**config.mk**
```make
export PLATFORM = sky130hd
export DESIGN_NAME = alu_op_scheduler
export DESIGN_NICKNAME = d
export VERILOG_FILES = /design/src/rtl/alu_ctrl_pkg.sv /design/src/rtl/rr_arbiter.sv /design/src/rtl/alu_op_scheduler.sv
export SDC_FILE = /design/constraint.sdc
export NUM_CORES = 1
export LEC_CHECK = 0
export BUFFER_PORTS_ARGS = -buffer_cell sky130_fd_sc_hd__clkbuf_2
export CORE_MARGIN = 1
export CORE_UTILIZATION = 49
export CTS_CLUSTER_SIZE = 28
export DETAILED_ROUTE_END_ITERATION = 8
export PLACE_DENSITY = 0.83
export SYNTH_ARGS = -nofsm -noshare
export SYNTH_HDL_FRONTEND = slang
export SYNTH_HIERARCHICAL = 1
export SYNTH_SLANG_ARGS = --single-unit
```
**constraint.sdc**
```tcl
create_clock -name clk -period 5.54 [get_ports clk]
set_input_delay 1.108 -clock clk [delete_from_list [all_inputs] [get_ports clk]]
set_output_delay 1.108 -clock clk [all_outputs]
set_load 0.01 [all_outputs]
```
**src/rtl/alu_ctrl_pkg.sv**
```systemverilog
// rtl/alu_ctrl_pkg.sv - shared state encoding, opcodes and ALU widths for the ALU op scheduler
package alu_ctrl_pkg;

    localparam int ALU_DATA_W = 5;
    localparam int ALU_OP_W   = 3;
    localparam int ALU_RES_W  = 32;

    typedef enum logic [1:0] {
        IDLE    = 2'd0,
        WAIT    = 2'd1,
        CAPTURE = 2'd2,
        RESP    = 2'd3
    } state_t;

    localparam logic [ALU_OP_W-1:0] OP_XOR = 3'd0;
    localparam logic [ALU_OP_W-1:0] OP_AND = 3'd1;
    localparam logic [ALU_OP_W-1:0] OP_OR  = 3'd2;
    localparam logic [ALU_OP_W-1:0] OP_ADD = 3'd3;
    localparam logic [ALU_OP_W-1:0] OP_SUB = 3'd4;

endpackage

```
**src/rtl/rr_arbiter.sv**
```systemverilog
// rtl/rr_arbiter.sv - combinational round-robin arbiter, search starts one above the pointer
module rr_arbiter #(
    parameter int NUM_REQ = 4,
    parameter int ID_W    = 2
) (
    input  logic [NUM_REQ-1:0] req,
    input  logic [ID_W-1:0]    pointer,
    output logic [NUM_REQ-1:0] grant,
    output logic [ID_W-1:0]    index,
    output logic               found
);

    logic [ID_W-1:0] idx;

    always_comb begin
        grant = '0;
        index = '0;
        found = 1'b0;
        idx   = '0;
        // Last candidate examined is the pointer itself, so a lone requester always wins.
        for (int k = 1; k <= NUM_REQ; k++) begin
            idx = ID_W'((int'(pointer) + k) % NUM_REQ);
            if (!found && req[idx]) begin
                grant[idx] = 1'b1;
                index      = idx;
                found      = 1'b1;
            end
        end
    end

endmodule

```
**src/rtl/alu_op_scheduler.sv**
```systemverilog
// rtl/alu_op_scheduler.sv - shares one registered ALU among NUM_REQ requesters, one op in flight
module alu_op_scheduler
    import alu_ctrl_pkg::*;
#(
    parameter int NUM_REQ     = 4,
    parameter int ID_W        = 2,
    parameter int DATA_W      = ALU_DATA_W,
    parameter int OP_W        = ALU_OP_W,
    parameter int RES_W       = ALU_RES_W,
    parameter int ALU_LATENCY = 1
) (
    input  logic                      clk,
    input  logic                      reset,
    input  logic [NUM_REQ-1:0]        req_valid,
    output logic [NUM_REQ-1:0]        req_ready,
    input  logic [NUM_REQ*DATA_W-1:0] req_number1,
    input  logic [NUM_REQ*DATA_W-1:0] req_number2,
    input  logic [NUM_REQ*OP_W-1:0]   req_op,
    output logic [DATA_W-1:0]         alu_number1,
    output logic [DATA_W-1:0]         alu_number2,
    output logic [OP_W-1:0]           alu_op,
    input  logic [RES_W-1:0]          alu_result,
    input  logic                      alu_balance,
    output logic                      rsp_valid,
    input  logic                      rsp_ready,
    output logic [ID_W-1:0]           rsp_id,
    output logic [RES_W-1:0]          rsp_result,
    output logic                      rsp_balance,
    output logic                      busy
);

    localparam int CNT_W = (ALU_LATENCY < 1) ? 1 : $clog2(ALU_LATENCY + 1);

    if (ALU_LATENCY < 1) begin : g_bad_latency
        $error("alu_op_scheduler: ALU_LATENCY must be at least 1");
    end

    state_t             state;
    state_t             state_next;
    logic [ID_W-1:0]    ptr;
    logic [ID_W-1:0]    cur_id;
    logic [CNT_W-1:0]   cnt;
    logic [NUM_REQ-1:0] grant;
    logic [ID_W-1:0]    grant_idx;
    logic               grant_found;

    logic [DATA_W-1:0] num1_arr [NUM_REQ];
    logic [DATA_W-1:0] num2_arr [NUM_REQ];
    logic [OP_W-1:0]   op_arr   [NUM_REQ];

    for (genvar i = 0; i < NUM_REQ; i++) begin : g_unpack
        assign num1_arr[i] = req_number1[i*DATA_W +: DATA_W];
        assign num2_arr[i] = req_number2[i*DATA_W +: DATA_W];
        assign op_arr[i]   = req_op[i*OP_W +: OP_W];
    end

    rr_arbiter #(
        .NUM_REQ (NUM_REQ),
        .ID_W    (ID_W)
    ) u_arb (
        .req     (req_valid),
        .pointer (ptr),
        .grant   (grant),
        .index   (grant_idx),
        .found   (grant_found)
    );

    always_comb begin
        state_next = state;
        req_ready  = '0;
        case (state)
            IDLE: begin
                req_ready = grant;
                if (grant_found) state_next = WAIT;
            end
            WAIT:    if (cnt == CNT_W'(1)) state_next = CAPTURE;
            CAPTURE: state_next = RESP;
            RESP:    if (rsp_ready) state_next = IDLE;
            default: state_next = IDLE;
        endcase
    end

    assign busy = (state != IDLE);

    always_ff @(posedge clk) begin
        if (reset) begin
            state       <= IDLE;
            ptr         <= ID_W'(NUM_REQ - 1);
            cur_id      <= '0;
            cnt         <= '0;
            alu_number1 <= '0;
            alu_number2 <= '0;
            alu_op      <= '0;
            rsp_valid   <= 1'b0;
            rsp_id      <= '0;
            rsp_result  <= '0;
            rsp_balance <= 1'b0;
        end else begin
            state <= state_next;
            case (state)
                IDLE: begin
                    if (grant_found) begin
                        alu_number1 <= num1_arr[grant_idx];
                        alu_number2 <= num2_arr[grant_idx];
                        alu_op      <= op_arr[grant_idx];
                        cur_id      <= grant_idx;
                        ptr         <= grant_idx;
                        cnt         <= CNT_W'(ALU_LATENCY);
                    end
                end
                WAIT: cnt <= cnt - CNT_W'(1);
                CAPTURE: begin
                    rsp_result  <= alu_result;
                    rsp_balance <= alu_balance;
                    rsp_id      <= cur_id;
                    rsp_valid   <= 1'b1;
                end
                RESP: if (rsp_ready) rsp_valid <= 1'b0;
                default: ;
            endcase
        end
    end

endmodule

```
* Yosys cells after proc, flatten, opt, wreduce, memory -nomap -nowiden
Cells that the tools add are included.
** Operators by class
- Add/subtract/negate cells :: 5
- $lt $le $gt $ge :: 9
- Equality and inequality tests :: 6
- Multiplexer cells :: 46
- Bitwise gates (word level) :: 4
- Reduce and logical (&&, ||, !) cells :: 18
** Operators with widths (count)
- $bmux 5 s2 :: 2
- $mux 4 :: 5
- $mux 5 :: 4
- $mux 1 :: 14
- $mux 2 :: 7
- $lt 2x3->1 const B :: 4
- $or 4x4->4 :: 3
- $bmux 1 s2 :: 4
- $demux 1 s2 :: 4
- $ge 2x1->1 const B :: 4
- $pmux 2 s4 :: 1
- $logic_and 1x1->1 :: 7
- $bmux 3 s2 :: 1
- $mux 3 :: 2
- $ne 2x2->1 const B :: 3
- $reduce_and 2->1 :: 3
- $reduce_bool 2->1 :: 3
- $add 2x1->2 const B :: 2
- $add 2x2->2 const B :: 2
- $eq 2x2->1 const B :: 2
- $pmux 1 s2 :: 2
- $ge 3x3->1 const B :: 1
- $logic_not 1->1 :: 3
- $not 2->3 :: 1
- other kinds (4) :: 4
** Word-level totals
- Flip-flop bits (word level) :: 56
- Bits of input ports :: 92
- Output and inout bits :: 54
- Logic and storage cells :: 99

* Logic depth before layout (Yosys ltp)
- Depth in word-level cells :: 17
- Mapped depth :: 14

* Hierarchy
The synthesis kept the hierarchy.
** By module, submodules not included
- alu_op_scheduler :: times used 1, cells each 236, area each 2433.6 um^2, seq. area each 1121.1 um^2
- rr_arbiter :: times used 1, cells each 86, area each 629.4 um^2, seq. area each 0.0 um^2

* Least setup slack after synthesis
OpenSTA, ideal clock, no wires.
- Kind :: input to output
- Start :: input req_valid[1]
- End :: output req_ready[0]
- Arrival time :: 2.591 ns
- Data required time :: 4.432 ns
- Setup slack :: 1.841 ns
- Stages on the path :: 7
- Path through :: buf_2 -> mux4_2 -> buf_6 -> nand4_1 -> o31ai_1 -> a2111o_1 -> and2_1
** On the way
- Word-level cells in the longest chain between the ends :: 13
- Elaborated cells on any way between the ends :: 25
- Classes of those cells :: mux: 16; bitwise: 3; reduce/logical: 6
** Ends and longest elaborated chain
- start: declaration :: line alu_op_scheduler.sv:14 : input logic [NUM_REQ-1:0] req_valid,
- $bmux 1 s2 :: line rr_arbiter.sv:23 : if (!found && req[idx]) begin
- $mux 1 (implied by the code) :: line rr_arbiter.sv:23
- $mux 1 :: line rr_arbiter.sv:23
- $logic_not 1->1 :: line rr_arbiter.sv:23
- $logic_and 1x1->1 :: line rr_arbiter.sv:23
- $mux 1 :: line rr_arbiter.sv:23
- $logic_not 1->1 :: line rr_arbiter.sv:23
- $logic_and 1x1->1 :: line rr_arbiter.sv:23
- $mux 1 :: line rr_arbiter.sv:23
- $logic_not 1->1 :: line rr_arbiter.sv:23
- $logic_and 1x1->1 :: line rr_arbiter.sv:23
- $mux 4 (*) :: line rr_arbiter.sv:23
- via grant[0] :: line alu_op_scheduler.sv:43 : logic [NUM_REQ-1:0] grant;
- $mux 4 (*) :: line alu_op_scheduler.sv:71 : case (state)
- end: declaration :: line alu_op_scheduler.sv:15 : output logic [NUM_REQ-1:0] req_ready,
The timed path passes the listed nets; every way through them passes the cells marked *. The select of a mux whose other input is x is not followed.

* Worst setup path in the final report
- Start :: register ptr[0]
- End :: output req_ready[0]
** On the way
- Word-level cells in the longest chain between the ends :: 14
- Elaborated cells on any way between the ends :: 49
- Classes of those cells :: add/sub: 4; order compare: 8; mux: 24; bitwise: 3; reduce/logical: 10
** Ends and longest elaborated chain
- start: declaration :: line alu_op_scheduler.sv:40 : logic [ID_W-1:0] ptr;
- start signal: assignment :: line alu_op_scheduler.sv:88 : ptr <= ID_W'(NUM_REQ - 1);
- start signal: assignment :: line alu_op_scheduler.sv:107 : ptr <= grant_idx;
- parallel branches: the longest is 12 deep, another holds $lt 2x3->1
- $mux 4 (*) :: line rr_arbiter.sv:23
- via grant[0] :: line alu_op_scheduler.sv:43
- $mux 4 (*) :: line alu_op_scheduler.sv:71
Mark *: on every way through the listed nets, which the timed path passes. The select of a mux whose other input is x is not followed.

==> metrics.json <==
{
  "global_routing": {
    "grt_pass1_wl_microns": 10800,
    "layer_with_the_highest_usage_after_global_routing": "met2",
    "initial_antenna_violation_count": 0,
    "maximum_number_of_pins_on_one_net_before_global_route_repair": 56,
    "grt_pass1_vias": 2475,
    "globalRouteTotalUtil_pct": 20.7,
    "global_route_track_usage_on_met3_pct": 3.37,
    "global_route.usage.met2_pct": 36.8,
    "globalRouteOverflowTotal": 0,
    "global_route.usage.met1_pct": 25.3
  },
  "synthesis": {
    "post_synth_cell_types": 37,
    "synth.top_cells.by_count": "56 x dfxtp_1, 42 x nor2_1, 39 x mux2i_1, 29 x nand2_1, 22 x a21oi_1",
    "synthArstFlopShare_pct": 0,
    "yosys_most_used_dff": "dfxtp_1",
    "synth_top_family_by_area": "multiplexers",
    "share_of_the_synthesized_netlist_area_taken_by_xor_and_xnor_gates_pct": 0,
    "ys_seq_elements": 56,
    "synthTopCellsByArea": "dfxtp_1 37%, mux2i_1 13%, mux4_2 8.1%",
    "synth.mux.area_fraction_pct": 25.0,
    "most_frequent_cell_after_synthesis": "dfxtp_1",
    "postSynthNetCount": 426,
    "synthesis.area_per_instance_sq_um": 9.51,
    "post_synth_inst_count": 322,
    "synth_top_area_share_pct": 36.6,
    "synth_area_leader_cell": "dfxtp_1",
    "synth_fa_ha_area_share_pct": 4.90,
    "synth_compound_gate_area_share_pct": 10.2,
    "synth_seq_area_share_pct": 36.6,
    "yosys.area_share.simple_pct": 16.9,
    "synth_edf_count": 0,
    "ys_warn_count": 6,
    "post_synth_instance_area_sq_um": 3060
  },
  "final_layout": {
    "multi_input_area_sq_um": 1760,
    "post_route_insts_no_fill": 525,
    "antenna_cells_inserted": 0,
    "stdcell_area_sq_um": 3840,
    "seq_area_sq_um": 1120,
    "layout.core_utilization_pct": 64.1,
    "filler_cell_count": 509,
    "ratio_of_cells_with_drive_above_1_in_the_final_layout_pct": 38.0,
    "layout_area_growth_over_synthesis_pct": 25.4,
    "final_net_count": 553
  },
  "worst_setup_path": {
    "timing.critical_path.depth": 8,
    "cp_cell_sequence": "inv_1 -> ha_1 -> inv_1 -> a31oi_1 -> o31ai_1 -> a2111o_1 -> and2_1 -> clkbuf_2",
    "criticalPathCategory": "flip-flop to primary output",
    "cell_type_with_the_highest_occurrence_count_on_the_critical_path": "inv_1",
    "regToRegSetupSlack_ps": 1960,
    "crit_path_end": "req_ready[0]",
    "worst-endpoint-required_ps": 4430,
    "start_kind": "flip-flop",
    "end_kind": "primary output",
    "critPathSlowestCell": "dfxtp_1",
    "timing.critical_path.fanout_max": 21,
    "path_delay_family": "compound AO/OA/AOI/OAI gates",
    "crit_path_max_incr_delay_ps": 840,
    "r2r.worst_path.cells": 10,
    "critical_path.reg2reg.endpoint": "alu_number2[4]",
    "worstPathBufferInverterCount": 3,
    "critical_path.reg2reg.startpoint": "ptr[0]",
    "worstPathArrival_ps": 3200,
    "timing.critical_path.from": "ptr[0]"
  },
  "drt": {
    "drt_drc_violations_left": 0,
    "routed_wirelength_microns": 6840,
    "via_count_normalized_by_instance_count": 5.34,
    "final_antenna_net_count": 0,
    "dr_total_vias": 2804,
    "routed_wire_length_per_instance_microns": 13.0,
    "drtIter0Drc": 97,
    "dr.pass1.iters": 4
  },
  "sta": {
    "post-route-min-period_ps": 4310,
    "skew_ps": 11.5,
    "rsz_0062_raised_after_global_routing": "false",
    "setup_viol": 0,
    "relative_slew_slack_pct": 26.4,
    "final_min_period_over_clock_period_pct": 77.8,
    "worst-slew-pin-transition_ps": 1100,
    "slew_violations": 0,
    "maxClockFrequency_ghz": 0.232,
    "fin_setup_tns_ps": 0,
    "finalHoldViolations": 0
  },
  "run_status": {
    "status": "finished, final reports clean"
  },
  "place": {
    "dp_hpwl_microns": 5230,
    "dp_cells": 517,
    "detailed_place.area_sq_um": 3750,
    "gp_congestion": 0.914,
    "placement.io_buffers": 145
  },
  "floorplan": {
    "core-area_sq_um": 5990,
    "row_count": 28,
    "die_area_sq_um": 6570,
    "io-pin-count": 146,
    "initial_util_pct": 51.1,
    "chipWidth_microns": 81.1,
    "vertical_extent_of_the_die_microns": 81.1
  },
  "power_and_ir_drop": {
    "max-vdd-ir-drop_mv": 0.305,
    "total_power_mw": 1.84,
    "p_leak_nw": 1.80,
    "power_per_cell_area_nw_per_um2": 479
  },
  "cts": {
    "cts.sink_count": 56,
    "cts_tree": "yes",
    "cts_hold_repair.buffers": 0,
    "clock_path_buffers": 2,
    "resized_cells_post_cts": 0,
    "post_cts.repair.setup_buffers": 0,
    "cts_inserted_buffers": 5,
    "ctsRootBufferMaster": "clkbuf_8",
    "insertion_delay_ps": 310,
    "cts_htree_levels": 2,
    "clkSlewWorstSetupHoldPaths_ps": 100
  },
  "job": {
    "timing.max_cap.violations": 0
  },
  "worst_hold_path": {
    "hold_path_depth": 2,
    "timing.hold.worst.class": "flip-flop to flip-flop"
  }
}
cell type report:
cell class,instances,share of cell area [%]
well taps,75,2.44
clock buffers,5,1.79
inverters,12,1.17
clock inverters,3,0.554
flip-flops and latches,56,29.2
repair buffers,146,19.1
multi-input cells,228,45.8
worst reg2reg max path: stages, from the launching register on:
cell	delay, ps
dfxtp_1	840
inv_1	220
ha_1	490
a21oi_1	170
a211oi_1	70
a311o_1	360
a221oi_2	230
buf_4	290
mux4_1	580
nand3_1	90
a21oi_1	80
how the worst min path moves through the flow:
stage,end,from
2_1_floorplan,cur_id[0],cur_id[0]
3_3_place_gp,alu_number1[2],alu_number1[2]
3_5_place_dp,cur_id[0],cur_id[0]
4_1_cts,alu_number1[2],alu_number1[2]
5_1_grt,alu_number2[2],alu_number2[2]
6_report,alu_number1[2],alu_number1[2]
flip-flops by register name, summed over array words and instances, names as in the netlist:
signal / flops
ptr: 2
rsp_id: 2
state: 2
cnt: 1
rsp_result: 32
alu_number1: 5
alu_number2: 5
rsp_balance: 1
cur_id: 2
rsp_valid: 1
alu_op: 3
stage by stage:
stage / setup WS, ps / hold slack [ps]
after CTS: 1230 / 463
after global placement: 1660 / 442
after global routing: 927 / 492
after floorplan: 1840 / 436
after detailed placement: 1580 / 449
final: 1230 / 460
metal layers:
| layer | vias up | wire length (microns) |
|---|---|---|
| li1 | 1402 | - |
| met2 | 119 | 3370 |
| met5 | - | 0 |
| met3 | 6 | 429 |
| met1 | 1277 | 2970 |
| met4 | 0 | 67 |
report_power, final:
part           leakage (nW)  total [mW]  switching, mW  internal (mW)
Combinational          1.29        1.02          0.535          0.487
Sequential            0.458       0.599         0.0893          0.510
Clock                0.0445       0.220          0.130         0.0900
logic make-up after synthesis:
kind of cell    Yosys count
compound gates           47
simple gates            113
fa+ha+maj                12
flops                    56
mux                      56
buf+inv                  38
cell usage in the layout (no fill, tap or decap), types with 6 or more instances in the layout:
| master | instances |
|---|---|
| nand4_1 | 6 |
| a21oi_1 | 22 |
| nand2_1 | 29 |
| dfxtp_1 | 56 |
| ha_1 | 11 |
| mux4_2 | 11 |
| inv_1 | 12 |
| clkbuf_2 | 145 |
| mux2i_1 | 39 |
| nand3_1 | 16 |
| nor2_1 | 42 |
No activity file was read; power rests on OpenSTA's default activity.
